## config.mk

```make
export PLATFORM = sky130hd
export DESIGN_NAME = prog_loader
export DESIGN_NICKNAME = d
export VERILOG_FILES = /design/src/rtl/prog_loader_pkg.sv /design/src/rtl/prog_loader_uart_rx.sv /design/src/rtl/prog_loader.sv
export SDC_FILE = /design/constraint.sdc
export NUM_CORES = 1
export LEC_CHECK = 0
export CAP_MARGIN = 20
export CORE_UTILIZATION = 50
export CTS_BUF_LIST = sky130_fd_sc_hd__clkbuf_4
export DETAILED_ROUTE_END_ITERATION = 8
export GPL_TIMING_DRIVEN = 0
export PLACE_DENSITY_LB_ADDON = 0.25
export REMOVE_ABC_BUFFERS = 1
export SETUP_SLACK_MARGIN = 0.5
export SYNTH_ARGS = -nofsm -noshare
export SYNTH_HDL_FRONTEND = slang
export SYNTH_HIERARCHICAL = 1
export SYNTH_SLANG_ARGS = --single-unit
```

## constraint.sdc

```tcl
create_clock -name clk -period 4 [get_ports clk]
set_input_delay 0.8 -clock clk [delete_from_list [all_inputs] [get_ports clk]]
set_output_delay 0.8 -clock clk [all_outputs]
set_load 0.05 [all_outputs]
```

## src/rtl/prog_loader_pkg.sv

```systemverilog
//------------------------------------------------------------------------------
// prog_loader_pkg : shared constants and state encodings for the program loader
// Revision 1.0
//------------------------------------------------------------------------------
`default_nettype none

package prog_loader_pkg;

  localparam logic [7:0] SYNC_BYTE    = 8'hA5;
  localparam int         PROG_DEPTH   = 16;
  localparam int         HOLD_CYCLES  = 16;
  localparam int         TIMEOUT_BITS = 32;

  typedef enum logic [2:0] {
    ST_IDLE  = 3'd0,
    ST_LOAD  = 3'd1,
    ST_CHECK = 3'd2,
    ST_HOLD  = 3'd3,
    ST_ERROR = 3'd4
  } state_t;

  typedef enum logic [1:0] {
    RX_IDLE  = 2'd0,
    RX_START = 2'd1,
    RX_DATA  = 2'd2,
    RX_STOP  = 2'd3
  } rx_state_t;

endpackage

`default_nettype wire

```

## src/rtl/prog_loader_uart_rx.sv

```systemverilog
//------------------------------------------------------------------------------
// uart_rx : 8N1 receiver with two-flop synchronizer, mid-bit sampling
// Revision 1.0
//------------------------------------------------------------------------------
`default_nettype none

module uart_rx
  import prog_loader_pkg::*;
#(
  parameter int DIV = 234
) (
  input  logic       clk_i,
  input  logic       rst_ni,
  input  logic       rxd_i,
  output logic       byte_valid_o,
  output logic       frame_err_o,
  output logic [7:0] data_o
);

  localparam int HALF = DIV / 2;
  localparam int CW   = (DIV > 1) ? $clog2(DIV) : 1;

  logic            sync1_q, sync2_q, line_prev_q;
  rx_state_t       state_q;
  logic [CW-1:0]   cnt_q;
  logic [2:0]      bit_q;
  logic [7:0]      shift_q;
  logic            valid_q, ferr_q;
  logic [7:0]      data_q;
  logic            start_edge_d, bit_end_d;

  assign start_edge_d = line_prev_q & ~sync2_q;
  assign bit_end_d    = (cnt_q == CW'(DIV - 1));

  always_ff @(posedge clk_i) begin
    if (!rst_ni) begin
      sync1_q     <= 1'b1;
      sync2_q     <= 1'b1;
      line_prev_q <= 1'b1;
      state_q     <= RX_IDLE;
      cnt_q       <= '0;
      bit_q       <= '0;
      shift_q     <= '0;
      valid_q     <= 1'b0;
      ferr_q      <= 1'b0;
      data_q      <= '0;
    end else begin
      sync1_q     <= rxd_i;
      sync2_q     <= sync1_q;
      line_prev_q <= sync2_q;
      valid_q     <= 1'b0;
      ferr_q      <= 1'b0;
      case (state_q)
        RX_IDLE: begin
          cnt_q <= '0;
          if (start_edge_d) state_q <= RX_START;
        end
        RX_START: begin
          // Re-check mid start bit so a glitch does not launch a byte.
          if (cnt_q == CW'(HALF - 1)) begin
            cnt_q   <= '0;
            bit_q   <= '0;
            state_q <= sync2_q ? RX_IDLE : RX_DATA;
          end else begin
            cnt_q <= cnt_q + CW'(1);
          end
        end
        RX_DATA: begin
          if (bit_end_d) begin
            cnt_q   <= '0;
            shift_q <= {sync2_q, shift_q[7:1]};
            bit_q   <= bit_q + 3'd1;
            if (bit_q == 3'd7) state_q <= RX_STOP;
          end else begin
            cnt_q <= cnt_q + CW'(1);
          end
        end
        RX_STOP: begin
          if (bit_end_d) begin
            cnt_q   <= '0;
            state_q <= RX_IDLE;
            if (sync2_q) begin
              valid_q <= 1'b1;
              data_q  <= shift_q;
            end else begin
              ferr_q  <= 1'b1;
            end
          end else begin
            cnt_q <= cnt_q + CW'(1);
          end
        end
        default: state_q <= RX_IDLE;
      endcase
    end
  end

  assign byte_valid_o = valid_q;
  assign frame_err_o  = ferr_q;
  assign data_o       = data_q;

endmodule

`default_nettype wire

```

## src/rtl/prog_loader.sv

```systemverilog
//------------------------------------------------------------------------------
// prog_loader : loads a checksummed 16-byte program over UART, gates CPU reset
// Revision 1.0
//------------------------------------------------------------------------------
`default_nettype none

module prog_loader
  import prog_loader_pkg::*;
#(
  parameter int CLK_HZ = 27_000_000,
  parameter int BAUD   = 115200
) (
  input  logic       clk,
  input  logic       rst,
  input  logic       rxd,
  output logic       we,
  output logic [3:0] waddr,
  output logic [7:0] wdata,
  output logic       cpu_rst,
  output logic       busy,
  output logic       err
);

  localparam int DIV        = CLK_HZ / BAUD;
  localparam int TMO_CYCLES = TIMEOUT_BITS * DIV;
  localparam int TW         = $clog2(TMO_CYCLES + 1);
  localparam int AW         = $clog2(PROG_DEPTH);
  localparam int HW         = $clog2(HOLD_CYCLES);

  logic          rx_valid, rx_ferr;
  logic [7:0]    rx_data;

  state_t        state_q;
  logic          we_q, cpu_rst_q, busy_q, err_q;
  logic [AW-1:0] waddr_q, count_q;
  logic [7:0]    wdata_q, sum_q;
  logic [TW-1:0] tmo_q;
  logic [HW-1:0] hold_q;
  logic          sync_seen_d;

  uart_rx #(
    .DIV (DIV)
  ) u_rx (
    .clk_i        (clk),
    .rst_ni       (rst),
    .rxd_i        (rxd),
    .byte_valid_o (rx_valid),
    .frame_err_o  (rx_ferr),
    .data_o       (rx_data)
  );

  assign sync_seen_d = rx_valid && (rx_data == SYNC_BYTE);

  always_ff @(posedge clk) begin
    if (!rst) begin
      state_q   <= ST_IDLE;
      we_q      <= 1'b0;
      waddr_q   <= '0;
      wdata_q   <= '0;
      cpu_rst_q <= 1'b0;
      busy_q    <= 1'b0;
      err_q     <= 1'b0;
      count_q   <= '0;
      sum_q     <= '0;
      tmo_q     <= '0;
      hold_q    <= '0;
    end else begin
      we_q <= 1'b0;
      case (state_q)
        ST_IDLE, ST_ERROR: begin
          if (state_q == ST_IDLE) cpu_rst_q <= 1'b1;
          if (sync_seen_d) begin
            state_q   <= ST_LOAD;
            cpu_rst_q <= 1'b0;
            busy_q    <= 1'b1;
            err_q     <= 1'b0;
            count_q   <= '0;
            sum_q     <= '0;
            tmo_q     <= '0;
          end
        end
        ST_LOAD, ST_CHECK: begin
          if (rx_ferr || (!rx_valid && tmo_q == TW'(TMO_CYCLES - 1))) begin
            state_q <= ST_ERROR;
            busy_q  <= 1'b0;
            err_q   <= 1'b1;
          end else if (rx_valid) begin
            tmo_q <= '0;
            if (state_q == ST_LOAD) begin
              we_q    <= 1'b1;
              waddr_q <= count_q;
              wdata_q <= rx_data;
              count_q <= count_q + AW'(1);
              sum_q   <= sum_q + rx_data;
              if (count_q == AW'(PROG_DEPTH - 1)) state_q <= ST_CHECK;
            end else begin
              busy_q <= 1'b0;
              if (rx_data == sum_q) begin
                state_q <= ST_HOLD;
                hold_q  <= '0;
                err_q   <= 1'b0;
              end else begin
                state_q <= ST_ERROR;
                err_q   <= 1'b1;
              end
            end
          end else begin
            tmo_q <= tmo_q + TW'(1);
          end
        end
        ST_HOLD: begin
          // Keep the CPU in reset a little longer so the last RAM write settles.
          if (hold_q == HW'(HOLD_CYCLES - 1)) begin
            state_q   <= ST_IDLE;
            cpu_rst_q <= 1'b1;
          end else begin
            hold_q <= hold_q + HW'(1);
          end
        end
        default: state_q <= ST_IDLE;
      endcase
    end
  end

  assign we      = we_q;
  assign waddr   = waddr_q;
  assign wdata   = wdata_q;
  assign cpu_rst = cpu_rst_q;
  assign busy    = busy_q;
  assign err     = err_q;

endmodule

`default_nettype wire
```

==> summary.md <==
| Metric | Value |
|---|---|
| Largest net degree at the start of global routing | `33` |
| Initial antenna violation count | `0` |
| Tot GR Track Use | `20.33%` |
| Mean Syn Cell Area | `slightly above 9 um2` |
| Root Driver | `clkbuf_4` |
| Final hold vios | `0` |
| I/O pin cnt | `19` |
| Worst VDD drop | `approximately 0.27 mV` |
| Max_cap viols | `0` |
| Detailed Route WL | `slightly below 8 mm` |
| # DRC | `0` |
| Count leader, synth | `dfxtp_1` |
| #FFs+latches synth | `82` |
| First-pass GRT wire length | `around 14 mm` |
| Hpwl dp | `about 5.7 mm` |
| YS warnings | `6` |
| Via density | `~5.7` |
| Power Dens Cells | `306.5 mW/mm2` |
| Total CTS buffers | `9` |
| Synth-to-layout area growth | `10.48%` |
| Remaining Overflow, GRT | `0` |
| Htree depth | `3` |
| Sink Count | `between 80 and 90` |
| Synth cell count leaders | `82 x dfxtp_1, 43 x nor2_1, 32 x mux2i_1` |
| Reg clk slew, reported paths | `0.14 ns` |
| Post-synth EDFFs | `0` |
| Final setup viols | `0` |
| Setup Skew | `0.01182 ns` |
| Row count | `32` |
| Setup crit start kind | `input port` |
| CP required | `around 4.4 ns` |
| Pre-Repair DR Iteration Count | `4` |
| CP arrival | `between 3 and 4 ns` |
| Final Max Tran Viols | `0` |
| Max stage delay on crit path | `around 0.96 ns` |
| Synth top area cells | `dfxtp_1 41%, mux2i_1 7.9%, ha_1 4.6%` |
| Post-CTS Setup Bufs | `0` |
| Initial Util | `a little over half` |
| # resized after CTS | `0` |
| Vias in the first global route | `around 2900` |
| Vias | `between 3000 and 4000` |
| Average wire per standard cell | `14.30 um` |
| Slew at the pin closest to its max-slew limit | `around 0.76 ns` |
| CP max-delay cell | `clkdlybuf4s50_1` |
| Relative slew slack | `between 40% and 50%` |
| FFs w/ async S/R, synth | `0%` |
| RSZ-0062 raised after global routing | `false` |
| Post-synthesis sequential area ratio | `40.57%` |
| Layout cells sized above 1 | `under 10%` |
| I/O Buffers | `18` |
| Status | `complete, no violations` |
| Post-synth top flop | `dfxtp_1` |
| Layout filler cell count | `707` |
| Number of DRC markers in iteration 0 | `136` |
| Final min period | `approximately 3 ns` |
| Ratio of final minimum period to clock period | `between 70% and 80%` |
| Synthesized cell area | `0.004046 mm2` |
| TritonCTS clock tree | `done` |
| Pleak | `around 1.7 nW` |
| Final core occ | `between 50% and 60%` |
| DIE WIDTH | `just over 90 um` |
| WP buf/inv | `3` |
| Hold buffers post-CTS | `0` |
| Total Power | `approximately 1.4 mW` |
| Die Ht | `between 90 and 100 um` |
| Critical path cell sequence | `clkdlybuf4s50_1 > buf_16 > inv_1 > nor4_4 > or4b_1 > nand3_1` |
| Top cell family by delay on the critical path | `buffers and inverters` |
| Nets | `roughly 470` |
| Crit. End Element | `flip-flop` |
| HP Class | `reg2reg` |
| Yosys cell types | `65` |
| Post-route ant nets | `0` |
| Mapped Cells | `roughly 430` |
| CTS Buffer Depth | `2` |
| Top cell type's share of synthesized area | `between 40% and 50%` |
| Routability cong. | `slightly above 0.8` |
| WS Path Type | `in2reg` |
| Finished Layout Cells | `roughly 560` |
| Total die area | `approximately 0.0085 mm2` |
| Leading area contributor after synthesis | `dfxtp_1` |
| Fmax | `332.4 MHz` |
| Dpl cells | `539` |
| CP Max Fanout | `26` |
| N_diodes | `0` |
| Core footprint | `0.007767 mm2` |
| Clk_lat worst skew | `0.43 ns` |
==> layout make-up <==
type,count,area (um2),share of cell area [%]
clock buffers,9,67.56,1.511
clock inverters,7,62.56,1.399
inverters,12,45.04,1.008
multi-input cells,323,2280,50.99
flip-flops and latches,82,1642,36.72
well taps,102,127.6,2.855
repair buffers,21,246.5,5.514
==> cell usage in the layout (no fill, tap or decap), types with 4 or more instances in the layout <==
| cell | instances |
|---|---|
| a211oi_1 | 4 |
| a21oi_1 | 23 |
| a22o_1 | 8 |
| and3_1 | 4 |
| clkbuf_4 | 9 |
| clkdlybuf4s50_1 | 18 |
| dfxtp_1 | 82 |
| ha_1 | 15 |
| inv_1 | 12 |
| mux2i_1 | 32 |
| nand2_1 | 30 |
| nand2b_1 | 6 |
| nand3_1 | 15 |
| nand3b_1 | 4 |
| nand4b_1 | 4 |
| nor2_1 | 43 |
| nor2b_1 | 17 |
| nor3_1 | 13 |
| o21ai_0 | 14 |
| o21ai_1 | 4 |
| o22ai_1 | 4 |
| or2_2 | 5 |
| or3_1 | 4 |
| or4_1 | 5 |
| xnor2_1 | 8 |
| xor2_1 | 5 |
==> routing by layer <==
layer / global-route usage, % / wire length [um] / vias to the layer above
met3: 4.229 / 264 / 6
met4: 7.682 / 87 / 0
met5: 0 / 0 / -
li1: - / - / 1602
met1: 26.73 / 3867 / 1505
met2: 32.77 / 3732 / 43
==> cells by family after synthesis <==
group / synth area share (%)
flip-flops: 40.57
buffers and inverters: 3.092
XOR/XNOR: 2.814
adder cells (fa/ha/maj): 5.133
multiplexers: 7.916
AO/OA/AOI/OAI: 14.90
AND/OR/NAND/NOR: 25.57
==> state kept, by name, indices dropped and copies added, names as in the netlist, 3 cells and up, named ones only <==
signal        count
tmo_q            13
sum_q             8
u_rx/cnt_q        8
u_rx/data_o       8
u_rx/shift_q      8
wdata             8
count_q           4
hold_q            4
waddr             4
state_q           3
u_rx/bit_q        3
==> report_power, final <==
part | switching [mW] | internal (mW)
Combinational | 0.0523 | 0.0326
Sequential | 0.00827 | 0.822
Clock | 0.314 | 0.141
Total | 0.375 | 0.995
==> per-stage QoR <==
step | setup TNS (ns) | instance area (um2) | setup WS, ns | hold slack (ns)
2_1_floorplan | 0 | 3966 | 1.607 | 0.3863
3_3_place_gp | -2.069 | 4274 | -0.5412 | 0.3894
3_5_place_dp | 0 | 4313 | 0.1742 | 0.4043
4_1_cts | 0 | 4443 | 0.6485 | 0.4404
5_1_grt | 0 | 4471 | 0.8451 | 0.4644
6_report | 0 | 4471 | 0.9917 | 0.4341
==> final timing paths <==
check	from	to	slack, ns	cells after the start
max	rst	sum_q[7]	0.99	6
min reg2reg	u_rx/sync1_q	u_rx/sync2_q	0.43	1
min	u_rx/sync1_q	u_rx/sync2_q	0.43	1
max reg2reg	tmo_q[0]	tmo_q[11]	1.48	6
(Power assumes the default switching activity.)
